$ cat src/rtl/interrupt_controller_if.sv
// Bundle of request-side and sequencer-side signals around the interrupt controller.
// The master side is the sequencer/decoder/peripherals and the slave side is the controller.
interface interrupt_controller_if #(
    parameter int N_IRQ = 4
);
    logic [N_IRQ-1:0] irq_req;
    logic [N_IRQ-1:0] irq_mask;
    logic             global_en;
    logic             seq_branch;
    logic [7:0]       next_addr;
    logic             reti;
    logic             irq_jmp;
    logic [3:0]       irq_vector;
    logic             ret_jmp;
    logic [7:0]       ret_addr;
    logic [N_IRQ-1:0] irq_pending;
    logic [N_IRQ-1:0] irq_active;
    logic             stack_err;

    modport master (
        output irq_req, irq_mask, global_en, seq_branch, next_addr, reti,
        input  irq_jmp, irq_vector, ret_jmp, ret_addr, irq_pending, irq_active, stack_err
    );

    modport slave (
        input  irq_req, irq_mask, global_en, seq_branch, next_addr, reti,
        output irq_jmp, irq_vector, ret_jmp, ret_addr, irq_pending, irq_active, stack_err
    );
endinterface

$ cat src/rtl/interrupt_controller.sv
// Prioritised, nestable interrupt scheduler: latches request edges, dispatches vectors,
// and keeps return addresses on a small hardware stack for RETI.

// Per-line edge detector and pending latch. A new edge wins over a same-cycle dispatch clear.
module irq_lane (
    input  logic clk,
    input  logic rst_n,
    input  logic req,
    input  logic clr,
    output logic pending
);
    logic req_q;

    always_ff @(posedge clk or negedge rst_n) begin
        if (!rst_n) begin
            req_q   <= 1'b0;
            pending <= 1'b0;
        end else begin
            req_q <= req;
            if (req && !req_q)
                pending <= 1'b1;
            else if (clr)
                pending <= 1'b0;
        end
    end
endmodule

module interrupt_controller #(
    parameter int         N_IRQ       = 4,
    parameter int         STACK_DEPTH = 4,
    parameter logic [3:0] VECTOR_BASE = 4'h8
) (
    input  logic                  clk,
    input  logic                  async_reset_n,
    interrupt_controller_if.slave bus
);
    localparam int IW  = (N_IRQ > 1) ? $clog2(N_IRQ) : 1;
    localparam int SPW = $clog2(STACK_DEPTH + 1);
    localparam int AW  = (STACK_DEPTH > 1) ? $clog2(STACK_DEPTH) : 1;

    typedef enum logic [1:0] {READY, JUMP, RETURN} state_t;

    state_t           state;
    logic [N_IRQ-1:0] pending, active, clr;
    logic [7:0]       stack [STACK_DEPTH];
    logic [SPW-1:0]   sp, sp_m1;
    logic             irq_jmp, ret_jmp, stack_err;
    logic [3:0]       irq_vector;
    logic [7:0]       ret_addr;
    logic             cand_vld, act_vld, full, empty, disp;
    logic [IW-1:0]    cand_idx, act_idx;

    for (genvar i = 0; i < N_IRQ; i++) begin : g_lane
        irq_lane u_lane (
            .clk     (clk),
            .rst_n   (async_reset_n),
            .req     (bus.irq_req[i]),
            .clr     (clr[i]),
            .pending (pending[i])
        );
    end

    // Descending scan so the last hit is the lowest (highest-priority) index.
    always_comb begin
        cand_vld = 1'b0;
        cand_idx = '0;
        act_vld  = 1'b0;
        act_idx  = '0;
        for (int i = N_IRQ - 1; i >= 0; i--) begin
            if (pending[i] && bus.irq_mask[i] && bus.global_en) begin
                cand_vld = 1'b1;
                cand_idx = IW'(i);
            end
            if (active[i]) begin
                act_vld = 1'b1;
                act_idx = IW'(i);
            end
        end
    end

    assign full  = (sp == SPW'(STACK_DEPTH));
    assign empty = (sp == '0);
    assign sp_m1 = sp - SPW'(1);
    assign disp  = (state == READY) && cand_vld && (!act_vld || (cand_idx < act_idx)) &&
                   !full && !bus.seq_branch && !bus.reti;

    always_comb begin
        clr = '0;
        if (disp)
            clr[cand_idx] = 1'b1;
    end

    always_ff @(posedge clk or negedge async_reset_n) begin
        if (!async_reset_n) begin
            state      <= READY;
            active     <= '0;
            sp         <= '0;
            irq_jmp    <= 1'b0;
            irq_vector <= 4'h0;
            ret_jmp    <= 1'b0;
            ret_addr   <= 8'h00;
            stack_err  <= 1'b0;
            for (int k = 0; k < STACK_DEPTH; k++)
                stack[k] <= 8'h00;
        end else begin
            case (state)
                READY: begin
                    if (disp) begin
                        stack[sp[AW-1:0]] <= bus.next_addr;
                        sp                <= sp + SPW'(1);
                        active[cand_idx]  <= 1'b1;
                        irq_vector        <= VECTOR_BASE + 4'(cand_idx);
                        irq_jmp           <= 1'b1;
                        state             <= JUMP;
                    end else if (bus.reti) begin
                        if (!empty) begin
                            // Nesting only ever goes to lower indices, so the lowest active line is the newest.
                            ret_addr        <= stack[sp_m1[AW-1:0]];
                            sp              <= sp_m1;
                            active[act_idx] <= 1'b0;
                            ret_jmp         <= 1'b1;
                            state           <= RETURN;
                        end else begin
                            stack_err <= 1'b1;
                        end
                    end
                end
                JUMP: begin
                    irq_jmp <= 1'b0;
                    state   <= READY;
                end
                RETURN: begin
                    ret_jmp <= 1'b0;
                    state   <= READY;
                end
                default: state <= READY;
            endcase
        end
    end

    assign bus.irq_jmp     = irq_jmp;
    assign bus.irq_vector  = irq_vector;
    assign bus.ret_jmp     = ret_jmp;
    assign bus.ret_addr    = ret_addr;
    assign bus.irq_pending = pending;
    assign bus.irq_active  = active;
    assign bus.stack_err   = stack_err;
endmodule

$ cat src/flat_wrapper.sv
// flat-port wrapper written by rule: the top's interface ports become plain ports
module interrupt_controller_flat 
#(
    parameter int         N_IRQ       = 4,
    parameter int         STACK_DEPTH = 4,
    parameter logic [3:0] VECTOR_BASE = 4'h8
)
  (clk, async_reset_n, bus_irq_req, bus_irq_mask, bus_global_en, bus_seq_branch, bus_next_addr, bus_reti, bus_irq_jmp, bus_irq_vector, bus_ret_jmp, bus_ret_addr, bus_irq_pending, bus_irq_active, bus_stack_err);
  interrupt_controller_if #(.N_IRQ(N_IRQ)) bus_i ();
  input  logic clk;
  input  logic async_reset_n;
  input wire logic [$bits(bus_i.irq_req)-1:0] bus_irq_req;
  input wire logic [$bits(bus_i.irq_mask)-1:0] bus_irq_mask;
  input wire logic [$bits(bus_i.global_en)-1:0] bus_global_en;
  input wire logic [$bits(bus_i.seq_branch)-1:0] bus_seq_branch;
  input wire logic [$bits(bus_i.next_addr)-1:0] bus_next_addr;
  input wire logic [$bits(bus_i.reti)-1:0] bus_reti;
  output wire logic [$bits(bus_i.irq_jmp)-1:0] bus_irq_jmp;
  output wire logic [$bits(bus_i.irq_vector)-1:0] bus_irq_vector;
  output wire logic [$bits(bus_i.ret_jmp)-1:0] bus_ret_jmp;
  output wire logic [$bits(bus_i.ret_addr)-1:0] bus_ret_addr;
  output wire logic [$bits(bus_i.irq_pending)-1:0] bus_irq_pending;
  output wire logic [$bits(bus_i.irq_active)-1:0] bus_irq_active;
  output wire logic [$bits(bus_i.stack_err)-1:0] bus_stack_err;
  assign bus_i.irq_req = bus_irq_req;
  assign bus_i.irq_mask = bus_irq_mask;
  assign bus_i.global_en = bus_global_en;
  assign bus_i.seq_branch = bus_seq_branch;
  assign bus_i.next_addr = bus_next_addr;
  assign bus_i.reti = bus_reti;
  assign bus_irq_jmp = bus_i.irq_jmp;
  assign bus_irq_vector = bus_i.irq_vector;
  assign bus_ret_jmp = bus_i.ret_jmp;
  assign bus_ret_addr = bus_i.ret_addr;
  assign bus_irq_pending = bus_i.irq_pending;
  assign bus_irq_active = bus_i.irq_active;
  assign bus_stack_err = bus_i.stack_err;
  interrupt_controller #(.N_IRQ(N_IRQ), .STACK_DEPTH(STACK_DEPTH), .VECTOR_BASE(VECTOR_BASE)) u_core (.clk(clk), .async_reset_n(async_reset_n), .bus(bus_i));
endmodule
$ cat config.mk
export PLATFORM = sky130hd
export DESIGN_NAME = interrupt_controller_flat
export DESIGN_NICKNAME = d
export VERILOG_FILES = /design/src/rtl/interrupt_controller_if.sv /design/src/rtl/interrupt_controller.sv /design/src/flat_wrapper.sv
export SDC_FILE = /design/constraint.sdc
export NUM_CORES = 1
export LEC_CHECK = 0
export BUFFER_PORTS_ARGS = -buffer_cell sky130_fd_sc_hd__buf_2
export CAP_MARGIN = 30
export CORE_MARGIN = 2
export CORE_UTILIZATION = 50
export DETAILED_ROUTE_END_ITERATION = 10
export MAX_ROUTING_LAYER = met4
export PLACE_DENSITY = 0.84
export SLEW_MARGIN = 10
export SYNTH_ARGS = -nofsm -noshare
export SYNTH_HDL_FRONTEND = slang
export SYNTH_SLANG_ARGS = --single-unit
$ cat constraint.sdc
create_clock -name clk -period 2.7 [get_ports clk]
set_clock_uncertainty 0.05 [all_clocks]
set_input_delay 0.675 -clock clk [delete_from_list [all_inputs] [get_ports clk]]
set_output_delay 0.675 -clock clk [all_outputs]
set_load 0.05 [all_outputs]
==> out/metrics.yaml <==
clock_network:
  insertion_delay_ns: 0.34
  post_cts.repair.setup_buffers: 0
  cts_buffer_depth: 2
  ctsHoldBuffers: 0
  h-tree-depth: 3
  cts_tree: "done"
  clock_sinks: 63
  cts_buffers: 9
  root_buffer: "clkbuf_8"
  clk_pin_slew_worst_paths_ns: 0.07
  cts_resized: 0
worst_setup_path:
  crit_slowest_cell: "dfrtp_1"
  rrSetupSlack_ns: 0.26
  crit_chain: "or2_4, o21bai_1, ha_2, nor2_1, o21ai_2, a21oi_4, o211ai_4, mux2_4"
  arrival_ns: 2.61
  crit_family: "compound AO/OA/AOI/OAI gates"
  critPathKind: "register to register"
  max_stage_delay_ns: 0.43
  reg2reg_from: "u_core.bus.irq_active[1]"
  r2r_end: "u_core.stack[7]"
  worstPathRequired_ns: 2.87
  cp.buffers_inverters: 0
  start_kind: "register"
  cp_max_fo: 8
  reg2reg_depth: 8
  crit_path_end_kind: "register"
global_routing:
  grt-busiest-layer: "met2"
  antenna_found_initial: 0
  grt_pass1_wl_um: 10100
  track_usage_pct: 21.0
  use_met3_pct: 3.15
  grt_overflow_total: 0
  grt_pass1_vias: 2080
  grt_max_degree: 38
  met1_usage_pct: 27.6
  globalRouteMet2Util_pct: 31.7
route:
  firstDrtPassIters: 4
  drt-total-wl_um: 6260
  dr.first_iter.drc_count: 121
  via_count: 2075
  drtAntennaViolNets: 0
  vias_per_cell: 5.58
  wl_per_cell_um: 16.8
  drc: 0
power:
  powerDensity_mw_per_mm2: 1020
  ir_drop_mv: 0.601
  leakagePower_nw: 1.81
  finalPower_mw: 3.72
sta:
  final_max_slew_viol_count: 0
  fmax_mhz: 410
  rsz0062_at_grt: "false"
  whs_ns: 0.0785
  min_period_over_period_pct: 90.2
  hold_viol_final: 0
  finalSetupViolations: 0
  worst_pin_slew_ns: 0.631
  fin_setup_tns_ns: 0
  maxSlewHeadroom_pct: 58.0
  fin_crit_ns: 2.44
synth:
  seq_area_frac_synth_pct: 50.9
  synth_flop_cell: "dfrtp_1"
  yosysWarnings: 0
  synthArstFlopShare_pct: 100
  syn_inst: 236
  synth.avg_cell_area_um2: 13.1
  synth_edf_count: 0
  synth_area_mm2: 0.00310
  synth_seq_cells: 63
  yosysUniqueCellTypes: 51
  syn-num-nets: 263
layout:
  stdcell_count: 372
  drive_gt1_share_pct: 40.1
  area_growth_pct: 17.7
  fin_nets: 320
  area.sequential_mm2: 0.00158
  multi_input_area_mm2: 0.00143
  fin_area_mm2: 0.00364
  antenna_cells: 0
  n_fill_cell: 469
die:
  die_area_mm2: 0.00684
  core_mm2: 0.00596
  die_h_um: 82.7
  num_rows: 28
  start_util_pct: 52.0
  ios: 44
  die_w_um: 82.7
place:
  gp_congestion: 0.839
  port_buffers: 42
  dp_hpwl_um: 4340
  placement.cell_area_mm2: 0.00346
  dp.cells: 356
run:
  maxCapViolCount: 0
outcome:
  outcome: "complete, no violations"
min_path:
  hp-class: "input port to asynchronous set/reset pin"
area by class of cell:
type,instances,share of cell area [%]
multi-input combinational,153,39.2
clock buffer,11,3.88
sequential,63,43.3
inverter,9,0.927
timing repair buffer,57,9.55
tap,75,2.58
clock inverter,4,0.618
where the power goes:
| group | switching, mW | leakage (nW) | internal (mW) |
|---|---|---|---|
| Clock | 0.347 | 0.0850 | 0.348 |
| Sequential | 0.188 | 0.784 | 1.27 |
| Combinational | 0.846 | 0.937 | 0.715 |
how the worst max path moves through the flow:
stage,startpoint,endpoint,slack (ns),depth (start not counted)
floorplan,bus_irq_mask[0],u_core.stack[0],0.01,11
global placement,bus_irq_mask[0],u_core.stack[13],0.03,11
detailed placement,bus_irq_mask[0],u_core.stack[7],-0.004,11
CTS,u_core.bus.irq_active[1],u_core.stack[7],0.25,8
global route,u_core.bus.irq_active[1],u_core.stack[30],0.17,8
finish,u_core.bus.irq_active[1],u_core.stack[7],0.26,8
metrics by stage:
step                      util (%)  worst slack (ns)
final                         61.2             0.264
after global routing          61.2             0.170
after CTS                     60.8             0.254
after detailed placement      58.1          -0.00417
after global placement        58.1            0.0348
after floorplan                  -            0.0108
cells in the mapped netlist (all sizes together) (2+ instances only):
cell | count | area share [%]
o211ai | 4 | 2.7
mux2 | 32 | 15
mux4 | 8 | 5.8
clkbuf | 5 | 0.61
a211oi | 4 | 1.1
mux2i | 2 | 0.65
a21oi | 7 | 1.6
o41ai | 3 | 0.85
a211o | 2 | 0.61
nand2b | 3 | 0.61
a31oi | 3 | 0.61
nand2 | 35 | 4.3
nand3 | 5 | 0.81
nor2b | 3 | 0.61
inv | 9 | 1.1
buf | 6 | 1.6
nor2 | 6 | 0.73
dfrtp | 63 | 51
o21ai | 4 | 0.65
nor3 | 4 | 0.65
o32a | 2 | 0.65
ha | 6 | 2.4
placed cells by master, fill, tap and decap left out, drive strengths merged, types with 4 or more instances in the layout:
master and n:
dfrtp 63, buf 57, nand2 35, mux2 32
clkbuf 11, inv 9, mux4 8, a21oi 7
nor2 6, ha 6, nand3 5, o211ai 4
nor3 4, a211oi 4, o21ai 4
cell families (layout without fill, tap and decap cells):
kind of cell    after synthesis  count (layout)  synth area share (%)
fa+ha+maj                     6               6                  2.42
buf+inv                      20              81                  3.27
compound gates               42              42                  13.1
mux                          42              42                  21.0
simple gates                 62              62                  9.13
other cells                   1               1                 0.121
flops                        63              63                  50.9
worst reg2reg max path, cell delays in order (launching register included):
cell      delay, ns
dfrtp_1        0.43
or2_4          0.30
o21bai_1       0.16
ha_2           0.21
nor2_1         0.13
o21ai_2        0.10
a21oi_4        0.33
o211ai_4       0.25
mux2_4         0.37
flip-flops by register name, indices dropped and copies added (netlist names):
| signal | count |
|---|---|
| u_core.bus.stack_err | 1 |
| u_core.bus.ret_jmp | 1 |
| u_core.state | 2 |
| u_core.g_lane.u_lane.pending | 4 |
| u_core.bus.ret_addr | 8 |
| u_core.bus.irq_active | 4 |
| u_core.g_lane.u_lane.req_q | 4 |
| u_core.stack | 32 |
| u_core.bus.irq_vector | 3 |
| u_core.sp | 3 |
| u_core.bus.irq_jmp | 1 |
per-layer routing:
layer,up-vias,wire [µm]
li1,976,-
met1,1043,2910
met2,42,2960
met3,14,243
met4,0,138
met5,-,0
(Power assumes the default switching activity.)
